## config.mk

```make
export PLATFORM = sky130hd
export DESIGN_NAME = pa_ifu_sram_ctrl
export DESIGN_NICKNAME = d
export VERILOG_FILES = /design/src/rtl/pa_ifu_sram_ctrl.sv
export SDC_FILE = /design/constraint.sdc
export NUM_CORES = 1
export LEC_CHECK = 0
export CAP_MARGIN = 20
export CORE_AREA = 3 3 115 117
export DETAILED_ROUTE_END_ITERATION = 12
export DIE_AREA = 0 0 118 120
export PLACE_DENSITY = 0.61
export SYNTH_ARGS = -nofsm -noshare
export SYNTH_HDL_FRONTEND = slang
export SYNTH_SLANG_ARGS = --single-unit
```

## constraint.sdc

```tcl
create_clock -name cpuclk -period 4.4 [get_ports cpuclk]
set_clock_uncertainty 0.1 [all_clocks]
set_input_delay 1.32 -clock cpuclk [delete_from_list [all_inputs] [get_ports cpuclk]]
set_output_delay 1.32 -clock cpuclk [all_outputs]
set_load 0.05 [all_outputs]
```

## src/rtl/pa_ifu_sram_ctrl.sv

```systemverilog
// IFU SRAM controller: arbitrates single-port SRAM access between a write and a
// read requester and runs a zero-fill sweep of every entry after reset or on request.
module pa_ifu_sram_ctrl #(
  parameter int ADDR_WIDTH = 6,
  parameter int DATA_WIDTH = 45
) (
  input  logic                  cpuclk,
  input  logic                  cpurst,
  input  logic                  rd_req,
  input  logic [ADDR_WIDTH-1:0] rd_addr,
  output logic                  rd_gnt,
  output logic                  rd_vld,
  output logic [DATA_WIDTH-1:0] rd_data,
  input  logic                  wr_req,
  input  logic [ADDR_WIDTH-1:0] wr_addr,
  input  logic [DATA_WIDTH-1:0] wr_data,
  input  logic [DATA_WIDTH-1:0] wr_mask,
  output logic                  wr_gnt,
  input  logic                  inv_req,
  output logic                  inv_busy,
  output logic                  inv_done,
  output logic [ADDR_WIDTH-1:0] sram_a,
  output logic                  sram_cen,
  output logic                  sram_gwen,
  output logic [DATA_WIDTH-1:0] sram_wen,
  output logic [DATA_WIDTH-1:0] sram_d,
  input  logic [DATA_WIDTH-1:0] sram_q
);

  typedef enum logic {SWEEP, IDLE} state_t;

  state_t                state, state_nxt;
  logic [ADDR_WIDTH-1:0] sweep_cnt, sweep_cnt_nxt;
  logic                  sweep_last;

  assign sweep_last = (sweep_cnt == {ADDR_WIDTH{1'b1}});
  assign inv_busy   = (state == SWEEP);
  assign rd_data    = sram_q;

  // NOTE: every signal gets a default before the case, so no path can leave one
  // unassigned and infer a latch.
  always_comb begin
    state_nxt     = state;
    sweep_cnt_nxt = sweep_cnt;
    rd_gnt        = 1'b0;
    wr_gnt        = 1'b0;
    sram_cen      = 1'b1;
    sram_gwen     = 1'b1;
    sram_wen      = {DATA_WIDTH{1'b1}};
    sram_a        = '0;
    sram_d        = '0;
    // During reset the SRAM stays deselected so no stray write can land.
    if (!cpurst) begin
      case (state)
        SWEEP: begin
          sram_cen      = 1'b0;
          sram_gwen     = 1'b0;
          sram_wen      = '0;
          sram_a        = sweep_cnt;
          sweep_cnt_nxt = sweep_cnt + 1'b1;
          if (sweep_last) state_nxt = IDLE;
        end
        IDLE: begin
          wr_gnt = wr_req;
          rd_gnt = rd_req & ~wr_req;
          if (wr_req) begin
            sram_cen  = 1'b0;
            sram_gwen = 1'b0;
            sram_a    = wr_addr;
            sram_d    = wr_data;
            sram_wen  = ~wr_mask;
          end else if (rd_req) begin
            sram_cen = 1'b0;
            sram_a   = rd_addr;
          end
          if (inv_req) begin
            state_nxt     = SWEEP;
            sweep_cnt_nxt = '0;
          end
        end
        default: state_nxt = SWEEP;
      endcase
    end
  end

  // NOTE: sequential state uses non-blocking assignments so every flop samples
  // values from before the edge, independent of statement order.
  always_ff @(posedge cpuclk) begin
    if (cpurst) begin
      state     <= SWEEP;
      sweep_cnt <= '0;
      rd_vld    <= 1'b0;
      inv_done  <= 1'b0;
    end else begin
      state     <= state_nxt;
      sweep_cnt <= sweep_cnt_nxt;
      rd_vld    <= rd_gnt;
      inv_done  <= (state == SWEEP) && sweep_last;
    end
  end

endmodule
```

Yosys cells after proc, flatten, opt, wreduce, memory -nomap -nowiden --
Index checks and enable logic that the tools add are counted.
Word-level totals: output and inout bits 148, bits of input ports 152, register bits 9, logic and storage cells 38
Cells by class: equality and inequality tests 2, multiplexer cells 26, $add $sub $neg 1, reductions and logical operators 1, bitwise logic cells 4
Operators by type and width (count):
- $mux W45 | 5
- $pmux W45 S2 | 1
- $not A45 Y45 | 1
- $mux W6 | 4
- $pmux W6 S2 | 2
- $mux W1 | 11
- $add A6 B1 Y6 const B | 1
- $eq A6 B6 Y1 const B | 1
- $pmux W1 S2 | 3
- $ne A2 B2 Y1 const B | 1
- $not A1 Y1 | 2
- $and A1 B1 Y1 | 1
- $logic_and A1 B1 Y1 | 1

Longest topological paths before layout --
Gate-level depths: netlist (run 1).
depth in word-level cells 4, gate-level depth with buffers 6

Worst setup path before layout (run 1) --
Ideal clock, no wire load.
path kind input -> output, start point input wr_req, end point output sram_a[0], stages on the path 2, arrival 2786 ps, slack 194 ps, required time 2980 ps, path buffers 0, cell sequence nand3b_1 a311oi_1
On the way: longest elaborated chain between the ends 3
Ends and longest elaborated chain:
- start: declaration | RTL line 14 | input logic wr_req,
- $mux W6 | RTL line 66 | if (wr_req) begin
- $pmux W6 S2 | RTL line 54 | case (state)
- $mux W6 | RTL line 53 | if (!cpurst) begin
- end: declaration | RTL line 22 | output logic [ADDR_WIDTH-1:0] sram_a,
Every way passes these cells.

Final worst setup path (run 1) --
start point input cpurst, end point output sram_wen[4]
On the way: longest elaborated chain between the ends 1
Ends and longest elaborated chain:
- start: declaration | RTL line 8 | input logic cpurst,
- $mux W45 | RTL line 53
- end: declaration | RTL line 25 | output logic [DATA_WIDTH-1:0] sram_wen,
Every way passes these cells.

==> results of run 1 <==
## cell type report
class,count,area [sq um],area share
Timing Repair Buffer,216,2750,0.659
Multi-Input combinational cell,135,920,0.220
Tap cell,172,215,0.0516
Sequential cell,9,180,0.0432
Clock buffer,4,78.8,0.0189
Inverter,8,30.0,0.00719
## sequential cells by signal, indices dropped and copies added, names as in the netlist
name,cells
sweep_cnt,6
inv_done,1
state,1
rd_vld,1
## critical path, stage by stage
cell	delay, ns
clkdlybuf4s50_1	0.47
buf_4	0.19
inv_1	0.09
o21a_2	0.22
buf_12	0.18
o21ai_0	0.11
buf_4	0.23
## cell usage after synthesis, types with 2 or more instances
library cell	instances
nor2_1	8
o21ai_2	30
clkbuf_1	8
inv_1	7
nand3b_1	2
buf_6	4
nand2_1	4
dfxtp_1	9
a222oi_1	5
o21ai_0	17
and2_1	45
nand3_1	2
buf_4	45
a21oi_1	5
buf_2	4
## metal layers
layer | vias to the layer above | global-route usage | part of all wire
li1 | 1007 | - | -
met5 | - | 0 | 0
met2 | 134 | 0.201 | 0.52
met1 | 969 | 0.128 | 0.36
met3 | 31 | 0.0283 | 0.083
met4 | 0 | 0.0527 | 0.040
## report_power, final
| part | total (mW) | switching, mW | internal [mW] | leakage [nW] |
|---|---|---|---|---|
| Sequential | 0.0881 | 0.00377 | 0.0843 | 0.0731 |
| Clock | 0.161 | 0.0395 | 0.121 | 0.0382 |
| Combinational | 0.287 | 0.140 | 0.147 | 1.56 |
| Total | 0.536 | 0.183 | 0.353 | 1.67 |
## metrics by stage
stage                     area [sq um]  power, mW  setup slack [ns]  utilization  hold slack [ns]
final                             4170      0.536             0.151        0.335            0.440
after global placement            4070      0.371             0.171        0.327            0.417
after global routing              4170      0.554            0.0663        0.335            0.483
after CTS                         4150      0.537            0.0767        0.333            0.435
after detailed placement          4070      0.374            0.0806        0.327            0.427
after floorplan                   1570      0.320             0.194            -            0.377
## path summary, 6_finish.rpt
path | startpoint | end | cells past startpoint
setup / recovery | cpurst | sram_wen[4] | 7
hold / removal | sweep_cnt[4] | sweep_cnt[4] | 2
setup reg to reg | state | sweep_cnt[2] | 3
hold reg to reg | sweep_cnt[4] | sweep_cnt[4] | 2
## kinds of logic after synthesis
logic type	count (synthesis)	synth area share
adder cells (fa/ha/maj)	1	0.00797
buffers and inverters	71	0.300
AO/OA/AOI/OAI	64	0.306
AND/OR/NAND/NOR	70	0.271
flip-flops	9	0.115
==> flow_summary.toml, run 1 <==
[run_status]
status = "complete, no violations"

[final_layout]
fillCellCount = 1294
diodes = 0
drive_above_1_share = 0.384
finalNonFillerCells = 544
fin_nets = 526
final_cell_mix = "109 x clkdlybuf4s50_1, 67 x buf_12, 45 x and2_1"
syn_to_final_growth_pct = 166
final_common_cell = "clkdlybuf4s50_1"

[worst_hold_path]
hp-class = "flop to flop"

[placed_design]
portBuffers = 209
placedCellCount = 539
globalplace.congestion = 0.808
dpl.hpwl_microns = 7280

[die]
die_h_microns = 120
initial_core_util = 0.126
pin_count = 300
core_area_sq_mm = 0.0125
row_count = 41
die-area_sq_mm = 0.0142
die_w_microns = 118

[synth]
synth-main-ff-cell = "dfxtp_1"
synth_seq_cells = 9
synth_top_area_share = 0.215
synth.largest_area_cell = "buf_4"
synth_cells = 215
synth.avg_cell_area_sq_um = 7.30
yosys_warnings = 0
synth.area.top_cells = "buf_4 22%, and2_1 18%, o21ai_2 17%, dfxtp_1 11%, o21ai_0 5.4%"
synth_area_sq_mm = 0.00157
yosysSeqAreaShare = 0.115
ys_types = 35
async_flop_share = 0
synth_edf_count = 0
syn_nets = 368

[cts]
cts-resized-gates = 0
holdBufCountCts = 0
cts_setup_buffers = 0
cts_tree = "done"
cts-buffers-inserted = 3
clockBufferDepth = 2
clock-sinks = 9
path_clk_slew_ns = 0.04
root_buffer = "clkbuf_16"
h-tree-depth = 1
clk_latency_ns = 0.24

[critical_path]
crit_path_end_kind = "output pin"
crit_type = "input pin to output pin"
arrival_ns = 2.83
cp_max_fo = 23
cp-start-kind = "input pin"
worstPathRequired_ns = 2.98
reg2reg_slack_ns = 2.97

[routing]
drt_pre_antenna_iters = 7
drtAntennaViolNets = 0
vias_per_cell = 3.94
drtIter0Drc = 89
wire_per_inst_microns = 15.9
drcViolationCount = 0
wirelength_microns = 8630
routed-via-count = 2141

[sta]
tns_ns = 0
setup_viol = 0
worstMarginPinSlew_ns = 0.591
rsz0062_at_grt = "false"
max_freq_mhz = 235
final-max-slew-violation-count = 0
fin_crit_ns = 4.25
relSlewSlack = 0.606
final-hold-violation-count = 0
post-route-period-util = 0.966

[job]
maxCapViolations = 0

[grt]
grt_pass1_vias = 2185
track_usage = 0.113
grt_start_max_net_pins = 52
grt_pass1_wl_microns = 12800
antenna_found_initial = 0
grt-ovfl-total = 0

[power_and_ir_drop]
p_leak_nw = 1.67
ir_drop_v = 0.0000940
p_per_area_mw_per_mm2 = 128
No activity file was read; power rests on OpenSTA's default activity.
==> run 2, diff against run 1 <==
--- a/config.mk
+++ b/config.mk
@@ -9,7 +9,9 @@
 export CORE_AREA = 3 3 115 117
 export DETAILED_ROUTE_END_ITERATION = 12
 export DIE_AREA = 0 0 118 120
-export PLACE_DENSITY = 0.61
+export DONT_BUFFER_PORTS = 1
+export GPL_ROUTABILITY_DRIVEN = 0
+export PLACE_DENSITY = 0.3
 export SYNTH_ARGS = -nofsm -noshare
 export SYNTH_HDL_FRONTEND = slang
 export SYNTH_SLANG_ARGS = --single-unit
==> flow_summary.toml, run 2 (synthesis results as in run 1) <==
[placed_design]
dpl.hpwl_microns = 6360
dpl_cell_area_sq_mm = 0.00148
portBuffers = 0

[die]
core_area_sq_mm = 0.0125
initial_core_util = 0.126
die-area_sq_mm = 0.0142
die_w_microns = 118
die_h_microns = 120
pin_count = 300
row_count = 41

[critical_path]
worstPathRequired_ns = 2.98
cp-start-kind = "input pin"
cp.buffers_inverters = 1
slowest_delay_ns = 0.46
crit_path_end_kind = "output pin"
crit_chain = "and3b_2, buf_4, and2_1"
crit_type = "input pin to output pin"
cp_max_fo = 24
critical-path-top-delay-family = "simple AND/OR/NAND/NOR gates"
crit_slowest_cell = "and2_1"
arrival_ns = 2.47

[sta]
final-max-slew-violation-count = 0
max_freq_mhz = 257
rsz0062_at_grt = "false"
tns_ns = 0
final-hold-violation-count = 0
worstMarginPinSlew_ns = 0.988
fin_crit_ns = 3.89
post-route-period-util = 0.885
setup_viol = 0
relSlewSlack = 0.337

[final_layout]
final_cell_mix = "45 x and2_1, 30 x o21ai_2, 15 x o21ai_1"
largest_reg_flops = 6
syn_to_final_growth_pct = -0.877
final_cell_area_sq_mm = 0.00156
diodes = 0
drive_above_1_share = 0.310
fin_nets = 325
largest-register = "sweep_cnt"
fillCellCount = 1437
final_common_cell = "and2_1"

[run_status]
status = "complete, no violations"

[routing]
drtAntennaViolNets = 0
wire_per_inst_microns = 21.4
routed-via-count = 1357
wirelength_microns = 7330
drcViolationCount = 0
drt_pre_antenna_iters = 6
vias_per_cell = 3.96
drtIter0Drc = 71

[cts]
root_buffer = "clkbuf_16"
path_clk_slew_ns = 0.04
cts_setup_buffers = 0
holdBufCountCts = 0
clock-sinks = 9
clk_latency_ns = 0.23
cts-resized-gates = 0
cts-buffers-inserted = 3
cts_tree = "done"
clockBufferDepth = 2
h-tree-depth = 1

[grt]
grt_start_max_net_pins = 49
grt_pass1_vias = 1290
grt_pass1_wl_microns = 9720
antenna_found_initial = 1
grt-ovfl-total = 0
track_usage = 0.0910

[power_and_ir_drop]
p_leak_nw = 0.562
ir_drop_v = 0.000160
p_per_area_mw_per_mm2 = 245

[job]
maxCapViolations = 0

[worst_hold_path]
hp-class = "flop to flop"
run 2: through the flow:
step	std cells	setup WS, ns	utilization	hold WS (ns)	power (mW)
3_3_place_gp	339	0.506	0.119	0.439	0.221
4_1_cts	343	0.482	0.125	0.454	0.385
5_1_grt	343	0.400	0.125	0.490	0.394
6_report	343	0.508	0.125	0.446	0.381
2_1_floorplan	215	0.194	-	0.377	0.320
3_5_place_dp	339	0.486	0.119	0.444	0.222
run 2: power by group:
| group | internal (mW) | leakage, nW | switching (mW) | total [mW] |
|---|---|---|---|---|
| combinational | 0.0211 | 0.450 | 0.110 | 0.131 |
| sequential | 0.0842 | 0.0731 | 0.00355 | 0.0878 |
| clock | 0.121 | 0.0382 | 0.0408 | 0.162 |
run 2: area by class of cell:
class / instances / area [sq um] / area share
clock buffer: 4 / 78.8 / 0.0506
timing repair buffer: 15 / 125 / 0.0804
tap: 172 / 215 / 0.138
multi-input combinational: 135 / 927 / 0.596
sequential: 9 / 180 / 0.116
inverter: 8 / 30.0 / 0.0193
run 2: worst paths after layout:
| path | startpoint | to | slack [ns] | cells past startpoint |
|---|---|---|---|---|
| worst max register to register | state | state | 2.72 | 4 |
| worst min register to register | sweep_cnt[3] | sweep_cnt[3] | 0.45 | 2 |
| worst min-delay path | sweep_cnt[3] | sweep_cnt[3] | 0.45 | 2 |
| worst max-delay path | cpurst | sram_d[11] | 0.51 | 3 |
run 2: metal layers:
| layer | vias up | GRT usage | share of wire |
|---|---|---|---|
| li1 | 603 | - | - |
| met1 | 610 | 0.106 | 0.37 |
| met2 | 112 | 0.149 | 0.49 |
| met3 | 32 | 0.0372 | 0.10 |
| met4 | 0 | 0.0344 | 0.034 |
| met5 | - | 0 | 0 |
run 2: tightest hold or removal path, cell delays in order (launching register included):
cell     delay (ns)
dfxtp_1        0.36
nand3_1        0.09
a21oi_1        0.05
==> run 3, diff against run 2 <==
--- a/config.mk
+++ b/config.mk
@@ -7,6 +7,7 @@
 export LEC_CHECK = 0
 export CAP_MARGIN = 20
 export CORE_AREA = 3 3 115 117
+export CTS_CLUSTER_DIAMETER = 40
 export DETAILED_ROUTE_END_ITERATION = 12
 export DIE_AREA = 0 0 118 120
 export DONT_BUFFER_PORTS = 1
==> results of run 3 <==
No change in the layout: final DEF, timing and power equal those of run 2.
